[config.mk]
export PLATFORM = sky130hd
export DESIGN_NAME = universal_shift_reg
export DESIGN_NICKNAME = d
export VERILOG_FILES = /design/src/rtl/shift_reg_pkg.sv /design/src/rtl/shift_reg_op.sv /design/src/rtl/universal_shift_reg.sv
export SDC_FILE = /design/constraint.sdc
export NUM_CORES = 1
export LEC_CHECK = 0
export BUFFER_PORTS_ARGS = -buffer_cell sky130_fd_sc_hd__clkbuf_2
export CAP_MARGIN = 20
export CORE_MARGIN = 5
export CORE_UTILIZATION = 40
export DETAILED_ROUTE_END_ITERATION = 12
export PLACE_DENSITY = 0.67
export SYNTH_ARGS = -nofsm -noshare
export SYNTH_HDL_FRONTEND = slang
export SYNTH_SLANG_ARGS = --single-unit
[constraint.sdc]
create_clock -name clk -period 1.4 [get_ports clk]
set_input_delay 0.28 -clock clk [delete_from_list [all_inputs] [get_ports clk]]
set_output_delay 0.28 -clock clk [all_outputs]
set_load 0.1 [all_outputs]
[src/rtl/shift_reg_pkg.sv]
// shift_reg_pkg: operation codes, FSM states and helpers shared by universal_shift_reg.
package shift_reg_pkg;
    typedef enum logic [2:0] {
        HOLD = 3'd0,
        LOAD = 3'd1,
        SHL  = 3'd2,
        SHR  = 3'd3,
        ROL  = 3'd4,
        ROR  = 3'd5,
        ASR  = 3'd6,
        RSVD = 3'd7
    } mode_e;

    typedef enum logic {
        IDLE  = 1'b0,
        BURST = 1'b1
    } state_e;

    function automatic logic is_shift(input logic [2:0] mode);
        return !(mode == HOLD || mode == LOAD || mode == RSVD);
    endfunction
endpackage

[src/rtl/shift_reg_op.sv]
// shift_reg_op: combinational next-value function shared by single-step and burst paths.
module shift_reg_op
    import shift_reg_pkg::*;
#(
    parameter int WIDTH = 8
) (
    input  logic [WIDTH-1:0] r,
    input  logic [2:0]       mode,
    input  logic [WIDTH-1:0] data,
    input  logic             serial_in,
    output logic [WIDTH-1:0] result
);
    always_comb begin
        result = mode == LOAD ? data :
                 mode == SHL  ? {r[WIDTH-2:0], serial_in} :
                 mode == SHR  ? {serial_in, r[WIDTH-1:1]} :
                 mode == ROL  ? {r[WIDTH-2:0], r[WIDTH-1]} :
                 mode == ROR  ? {r[0], r[WIDTH-1:1]} :
                 mode == ASR  ? {r[WIDTH-1], r[WIDTH-1:1]} : r;
    end
endmodule

[src/rtl/universal_shift_reg.sv]
// universal_shift_reg: WIDTH-bit register with per-cycle ops and an N-step burst shift engine.
// Defining SHIFT_REG_PARITY_EN adds io_parity, the registered XOR of io_out.
module universal_shift_reg
    import shift_reg_pkg::*;
#(
    parameter int               WIDTH     = 8,
    parameter logic [WIDTH-1:0] RESET_VAL = '0,
    parameter int               CNT_W     = $clog2(WIDTH + 1)
) (
    input  logic             clk,
    input  logic             reset,
    input  logic             io_enable,
    input  logic [2:0]       io_mode,
    input  logic [WIDTH-1:0] io_in,
    input  logic             io_serial_in,
    input  logic             io_start,
    input  logic [CNT_W-1:0] io_count,
    output logic [WIDTH-1:0] io_out,
    output logic             io_busy,
    output logic             io_done
`ifdef SHIFT_REG_PARITY_EN
    ,
    output logic             io_parity
`endif
);
    state_e           state, state_d;
    mode_e            mode_q;
    logic [CNT_W-1:0] cnt_q, cnt_d, clamped;
    logic [WIDTH-1:0] reg_q, reg_d, op_result;
    logic [2:0]       op_mode;
    logic             done_q, done_d, go_burst, last;

    assign clamped  = io_count > CNT_W'(WIDTH) ? CNT_W'(WIDTH) : io_count;
    assign go_burst = io_start && clamped != '0 && is_shift(io_mode);
    assign last     = state == BURST && cnt_q == CNT_W'(1);
    assign op_mode  = state == BURST ? mode_q : io_mode;

    shift_reg_op #(.WIDTH(WIDTH)) u_op (
        .r         (reg_q),
        .mode      (op_mode),
        .data      (io_in),
        .serial_in (io_serial_in),
        .result    (op_result)
    );

    always_ff @(posedge clk) begin
        if (reset) state <= IDLE;
        else       state <= state_d;
    end

    always_comb begin
        state_d = state == IDLE ? (go_burst ? BURST : IDLE) : (last ? IDLE : BURST);
    end

    // Accepting a start only latches the burst; the register is left alone on that edge.
    always_comb begin
        reg_d  = state == BURST ? op_result : (!io_start && io_enable) ? op_result : reg_q;
        cnt_d  = state == BURST ? cnt_q - CNT_W'(1) : io_start ? clamped : cnt_q;
        done_d = state == BURST ? last : io_start && !go_burst;
    end

    always_ff @(posedge clk) begin
        if (reset) begin
            reg_q  <= RESET_VAL;
            mode_q <= HOLD;
            cnt_q  <= '0;
            done_q <= 1'b0;
        end else begin
            reg_q  <= reg_d;
            cnt_q  <= cnt_d;
            done_q <= done_d;
            if (state == IDLE && io_start) mode_q <= mode_e'(io_mode);
        end
    end

`ifdef SHIFT_REG_PARITY_EN
    logic parity_q;
    always_ff @(posedge clk) begin
        if (reset) parity_q <= ^RESET_VAL;
        else       parity_q <= ^reg_d;
    end
    assign io_parity = parity_q;
`endif

    always_comb begin
        io_out  = reg_q;
        io_busy = state == BURST;
        io_done = done_q;
    end
endmodule

==> results of run 1 <==
==> worst max-delay path, delay by kind of cell (launching register included) <==
kind           cells  cell delay (ns)
AO/OA/AOI/OAI      4             0.99
flip-flops         1             0.42
==> cell type report <==
cell class	instances	area share [%]
multi-input cells	99	45.03
repair buffers	57	29.02
flip-flops and latches	17	20.25
well taps	30	2.193
inverters	9	1.974
clock buffers	4	1.535
==> how the worst max path moves through the flow <==
stage / startpoint / to / slack [ns]
after detailed placement: io_mode[2] / io_out[5] / -0.15
after global routing: io_busy / io_out[1] / -0.22
after CTS: io_busy / io_out[4] / -0.06
after global placement: io_mode[2] / io_out[5] / -0.08
after floorplan: io_busy / io_out[5] / -0.23
final: io_busy / io_out[3] / -0.08
==> repair_timing <==
item,in CTS,in global routing
endpoints found under the setup margin,8,11
pin swaps,1,1
resized for setup,11,3
hold buffers,0,0
setup buffers,0,0
==> state kept, by name, indices dropped and copies added (netlist names) <==
signal	cells
mode_q	3
io_busy	1
cnt_q	4
io_out	8
io_done	1
==> logic make-up (layout without fill, tap and decap cells) <==
| group | after synthesis | after routing |
|---|---|---|
| AO/OA/AOI/OAI | 52 | 52 |
| XOR/XNOR | 2 | 2 |
| adder cells (fa/ha/maj) | 2 | 2 |
| buffers and inverters | 15 | 70 |
| flip-flops | 17 | 17 |
| multiplexers | 5 | 5 |
| AND/OR/NAND/NOR | 38 | 38 |
==> cell usage after synthesis (2+ instances only) <==
library cell and instances:
o21ai_1 2, nand2_1 6, o22ai_1 6, a21oi_1 9
o21ai_0 8, nor2_2 3, buf_2 3, dfxtp_1 17
inv_1 9, a211oi_1 5, nand2b_1 2, ha_1 2
a32oi_1 2, o2bb2ai_1 6, nor3_1 5, nor2_1 14
nand3_1 2, mux2i_1 4, nor2b_1 2
==> per-layer routing <==
| metal | track usage, % | wire, um | up-vias |
|---|---|---|---|
| li1 | - | - | 612 |
| met5 | 0 | 0 | - |
| met2 | 33.73 | 1676 | 43 |
| met4 | 6.970 | 59 | 0 |
| met3 | 3.719 | 186 | 8 |
| met1 | 22.91 | 1299 | 597 |
==> cell usage in the layout (no fill, tap or decap), drive strengths merged, types with 2 or more instances in the layout <==
master	instances
ha	2
nand2	7
mux2i	4
nor2b	2
a211oi	6
nand2b	2
o21ai	10
o22ai	6
o2bb2ai	6
nor3	5
buf	38
nand3	2
dfxtp	17
a32oi	3
inv	9
a21oi	9
nor2	17
clkbuf	23
==> power by group through the flow <==
stage | registers (mW) | clock network, mW | logic (mW)
3_3_place_gp | 0.593 | 0 | 0.665
3_5_place_dp | 0.596 | 0 | 0.678
6_report | 0.589 | 0.271 | 0.705
4_1_cts | 0.587 | 0.279 | 0.699
5_1_grt | 0.598 | 0.302 | 0.753
2_1_floorplan | 0.728 | 0 | 0.282
==> metrics by stage <==
| stage | setup TNS (ns) | instance area (um2) |
|---|---|---|
| final | -0.5016 | 1712 |
| after global routing | -1.494 | 1712 |
| after CTS | -0.3711 | 1699 |
| after global placement | -0.4493 | 1632 |
| after detailed placement | -0.8383 | 1632 |
| after floorplan | -2.318 | 1149 |
==> results.cfg, run 1 <==
[setup_path]
critPathArrivalTime_ns = 1.71
critical_path.max_stage_delay_ns = 0.42
rr_startpoint = io_busy
startpoint_type = flip-flop
critical_path_class = reg -> reg
r2r-end = io_out[3]
end_kind = flip-flop
crit_chain = o32a_1, a211oi_4, o21ai_0, o2bb2ai_1
ff2ff_path_depth = 4
cp_max_fo = 10
required_ns = 1.63
reg2reg_slack_ns = -0.08
worst_path_max_delay_cell = dfxtp_4

[worst_hold_path]
min-delay-start = io_in[1]
holdPathStages = 3
hp-class = in -> reg
min_to = io_out[1]

[synthesis]
async_flop_share_pct = 0
synth.distinct_cells = 43
yosysWarningCount = 0
synthesis.nets = 153
synth_xor_area_share_pct = 1.622
synth_adder_area_share_pct = 2.317
yosys.area.top_type_share_pct = 31.52
postSynthAreaPerCell_um2 = 8.243
seq_area_frac_synth_pct = 31.52
synth_compound_area_share_pct = 36.62
synth-edff-count = 0
ys_seq_elements = 17
synth_area_leaders = dfxtp_1, nor2_1, o2bb2ai_1
synth.area.mux_share_pct = 4.751
syn_inst = 131
yosys.area.top_type = dfxtp_1
synth-simple-area-share_pct = 16.80
synthesis.area_um2 = 1080
synthFlopType = dfxtp_1
synth_top_family_by_area = compound AO/OA/AOI/OAI gates

[timing]
rsz0062_at_grt = true
timing.final.ws_setup_ns = -0.07741
max_freq_mhz = 676.9
finalCritPeriodShare_pct = 105.5
hold_viol_final = 0
max_slew_margin_pct = 63.91
hold_slack_ns = 0.2732
period_needed_ns = 1.477
drv_slew = 0
worst_slew_pin_slew_ns = 0.5344
setup_viol_count_final = 9
finClkSkew_ns = 0.004868

[pwr]
vdd_drop_max_v = 0.0007059
pwr-share-seq_pct = 37.6
total_leakage_power_nw = 0.7043
p_int_uw = 945.3
comb_power_share_pct = 45.0
p_sw_uw = 620.2
p_per_area_nw_per_um2 = 914.7
p_total_mw = 1.566
pwr-share-clk_pct = 17.3
swShare_pct = 39.62

[route]
wl_per_cell_um = 14.91
drcViolationCount = 0
vias = 1260
vias_per_cell = 5.833
drtIter0Drc = 27
ant_nets = 0
wl_um = 3220
drt_pass1_iterations = 4

[place]
place_ws_ns = -0.1459
dp.cells = 212
portBuffers = 29
routabilityCongestion = 0.8120
dpl.hpwl_um = 2581

[finish]
regArea_um2 = 346.6
syn_to_final_growth_pct = 58.52
fill_cells = 207
multiInputGateArea_um2 = 770.7
drive_gt1_share_pct = 44.62
final_nets = 209
n_antenna_cell = 0
finish.utilization_pct = 67.86
instances_no_fill = 216

[global_routing]
grt-ovfl-total = 0
grt_max_degree = 11
grtUsageTotal_pct = 19.17
grt_pass1_vias = 1262
antenna_found_initial = 0
grt_pass1_wl_um = 5575

[cts]
clockBufferDepth = 2
root_buffer = clkbuf_4
cts.sinks = 17
worstSkewPairLatency_ns = 0.29
path_clk_slew_ns = 0.10
h-tree-depth = 1
cts_tree = built
cts_made_buffers = 3

[floorplanning]
io_pins = 30
die_h_um = 61.96
die_w_um = 61.96
rows = 18
start_util_pct = 42.81
dieArea_um2 = 3838
core_area_um2 = 2522

[job]
cap_viol_max_count = 0

[outcome]
status = complete, but fails checks
violations = setup timing
Note: power is estimated with default switching activity, not from simulation.
==> run 2, diff against run 1 <==
--- a/config.mk
+++ b/config.mk
@@ -7,10 +7,12 @@
 export LEC_CHECK = 0
 export BUFFER_PORTS_ARGS = -buffer_cell sky130_fd_sc_hd__clkbuf_2
 export CAP_MARGIN = 20
+export CELL_PAD_IN_SITES_DETAIL_PLACEMENT = 0
+export CELL_PAD_IN_SITES_GLOBAL_PLACEMENT = 2
 export CORE_MARGIN = 5
-export CORE_UTILIZATION = 40
+export CORE_UTILIZATION = 26
 export DETAILED_ROUTE_END_ITERATION = 12
-export PLACE_DENSITY = 0.67
+export PLACE_DENSITY = 0.75
 export SYNTH_ARGS = -nofsm -noshare
 export SYNTH_HDL_FRONTEND = slang
 export SYNTH_SLANG_ARGS = --single-unit
==> run 2 against run 1 <==
  * Register-to-register slack better by 0.02 ns
  * Clock power up 35%
  * Sequential share of layout area down 0.68 points
  * Total power up 6.3%
  * Sequential power about the same
  * First-iteration DRC count up 22%
  * The run still ends with setup timing left
  * Critical path type unchanged
  * Critical endpoint is now io_out[5]
  * Global-route usage down 6.0 points
==> results.cfg, run 2 (same netlist as run 1, synthesis figures left out) <==
[timing]
finClkSkew_ns = 0.002859
period_needed_ns = 1.462
setup_viol_count_final = 7
tns_ns = -0.2368
finalCritPeriodShare_pct = 104.4
hold_viol_final = 0
timing.final.ws_setup_ns = -0.06214
rsz0062_at_grt = true
max_slew_margin_pct = 69.41
max_freq_mhz = 683.9
worst_slew_pin_slew_ns = 0.4529
drv_slew = 0

[floorplanning]
start_util_pct = 26.99
rows = 23
core_area_um2 = 4000
die_w_um = 74.45
die_h_um = 74.45
io_pins = 30
dieArea_um2 = 5542

[place]
dpl.hpwl_um = 2785
routabilityCongestion = 0.8007
portBuffers = 29

[setup_path]
cp_max_fo = 12
critical_path_class = reg -> reg
required_ns = 1.55
end_kind = flip-flop
critPathArrivalTime_ns = 1.61
startpoint_type = flip-flop

[cts]
worstSkewPairLatency_ns = 0.25
root_buffer = clkbuf_8
cts.sinks = 17
cts_tree = built
cts_made_buffers = 3
hold_buffers = 0
h-tree-depth = 1
clockBufferDepth = 2
path_clk_slew_ns = 0.07

[pwr]
vdd_drop_max_v = 0.0004255
swShare_pct = 37.87
pwr-share-seq_pct = 35.3
comb_power_share_pct = 42.6
total_leakage_power_nw = 0.7272
p_int_mw = 1.034
p_total_mw = 1.664
p_per_area_nw_per_um2 = 946.3
p_sw_uw = 630.0
pwr-share-clk_pct = 22.1

[finish]
final_cell_mix = buf_4, clkbuf_2, dfxtp_1
largest_reg_flops = 8
mostFrequentLayoutCell = buf_4
fill_cells = 408
syn_to_final_growth_pct = 62.80
final_nets = 212
drive_gt1_share_pct = 44.44
n_antenna_cell = 0
finish.utilization_pct = 43.95

[global_routing]
grt_pass1_vias = 1233
grtUsageTotal_pct = 13.18
grt-ovfl-total = 0
grt_pass1_wl_um = 5733
antenna_found_initial = 0
grt_max_degree = 13

[route]
wl_per_cell_um = 13.92
ant_nets = 0
drt_pass1_iterations = 4
vias_per_cell = 5.063
wl_um = 3328
vias = 1210
drtIter0Drc = 33
drcViolationCount = 0

[job]
cap_viol_max_count = 0

[outcome]
status = complete, but fails checks
violations = setup timing

[worst_hold_path]
hp-class = in -> reg
## run 2: changes by cell type in the layout (fill, tap and decap cells not counted), sizes merged
cell / change
clkbuf: -1
buf: +3
clkinv: +1
## run 2: power groups by stage
stage / Combinational, mW / Clock, mW / Sequential (mW)
2_1_floorplan: 0.282 / 0 / 0.728
3_3_place_gp: 0.682 / 0 / 0.594
3_5_place_dp: 0.689 / 0 / 0.595
4_1_cts: 0.693 / 0.387 / 0.585
5_1_grt: 0.766 / 0.406 / 0.595
6_report: 0.709 / 0.367 / 0.587
## run 2: worst max-delay path, cell delays in order (launching register included)
cell and delay, ns:
dfxtp_4 0.45, nor2b_4 0.06, buf_4 0.13, a32oi_4 0.20, nand2_2 0.14, o21ai_2 0.16, a2bb2o_4 0.22
## run 2: final timing paths
kind | slack [ns] | cells after the start | from | endpoint
max | -0.06 | 6 | io_busy | io_out[5]
min | 0.32 | 3 | io_in[1] | io_out[1]
max reg2reg | -0.06 | 6 | io_busy | io_out[5]
min reg2reg | 0.54 | 1 | io_out[3] | io_out[3]
## run 2: metrics by stage
stage / std cells / hold slack, ns / setup slack [ns] / cell area, um2
2_1_floorplan: 131 / 0.4187 / -0.2317 / 1149
3_3_place_gp: 234 / 0.4881 / -0.1006 / 1672
3_5_place_dp: 234 / 0.5150 / -0.1427 / 1672
4_1_cts: 238 / 0.3101 / -0.09409 / 1722
5_1_grt: 239 / 0.3372 / -0.1483 / 1758
6_report: 239 / 0.3173 / -0.06214 / 1758
## run 2: layout make-up
| class | instances | area (um2) | area share (%) |
|---|---|---|---|
| multi-input cells | 99 | 755.7 | 42.99 |
| flip-flops and latches | 17 | 344.1 | 19.57 |
| repair buffers | 60 | 515.5 | 29.32 |
| clock inverters | 1 | 5.005 | 0.2847 |
| well taps | 50 | 62.56 | 3.559 |
| inverters | 9 | 33.78 | 1.922 |
| clock buffers | 3 | 41.29 | 2.349 |
## run 2: layer usage
metal	routed length [um]	GRT usage (%)	vias to the layer above	share of wire, %
li1	-	-	612	-
met1	1540	17.88	567	46
met2	1550	20.78	27	47
met3	194	2.703	4	5.8
met4	42	4.545	0	1.3
met5	0	0	-	0
## run 2: repair_timing
action                     CTS  global route
setup buffers                0             1
pin swaps                    2             3
setup endpoints to repair    8            12
resized for setup            2             9
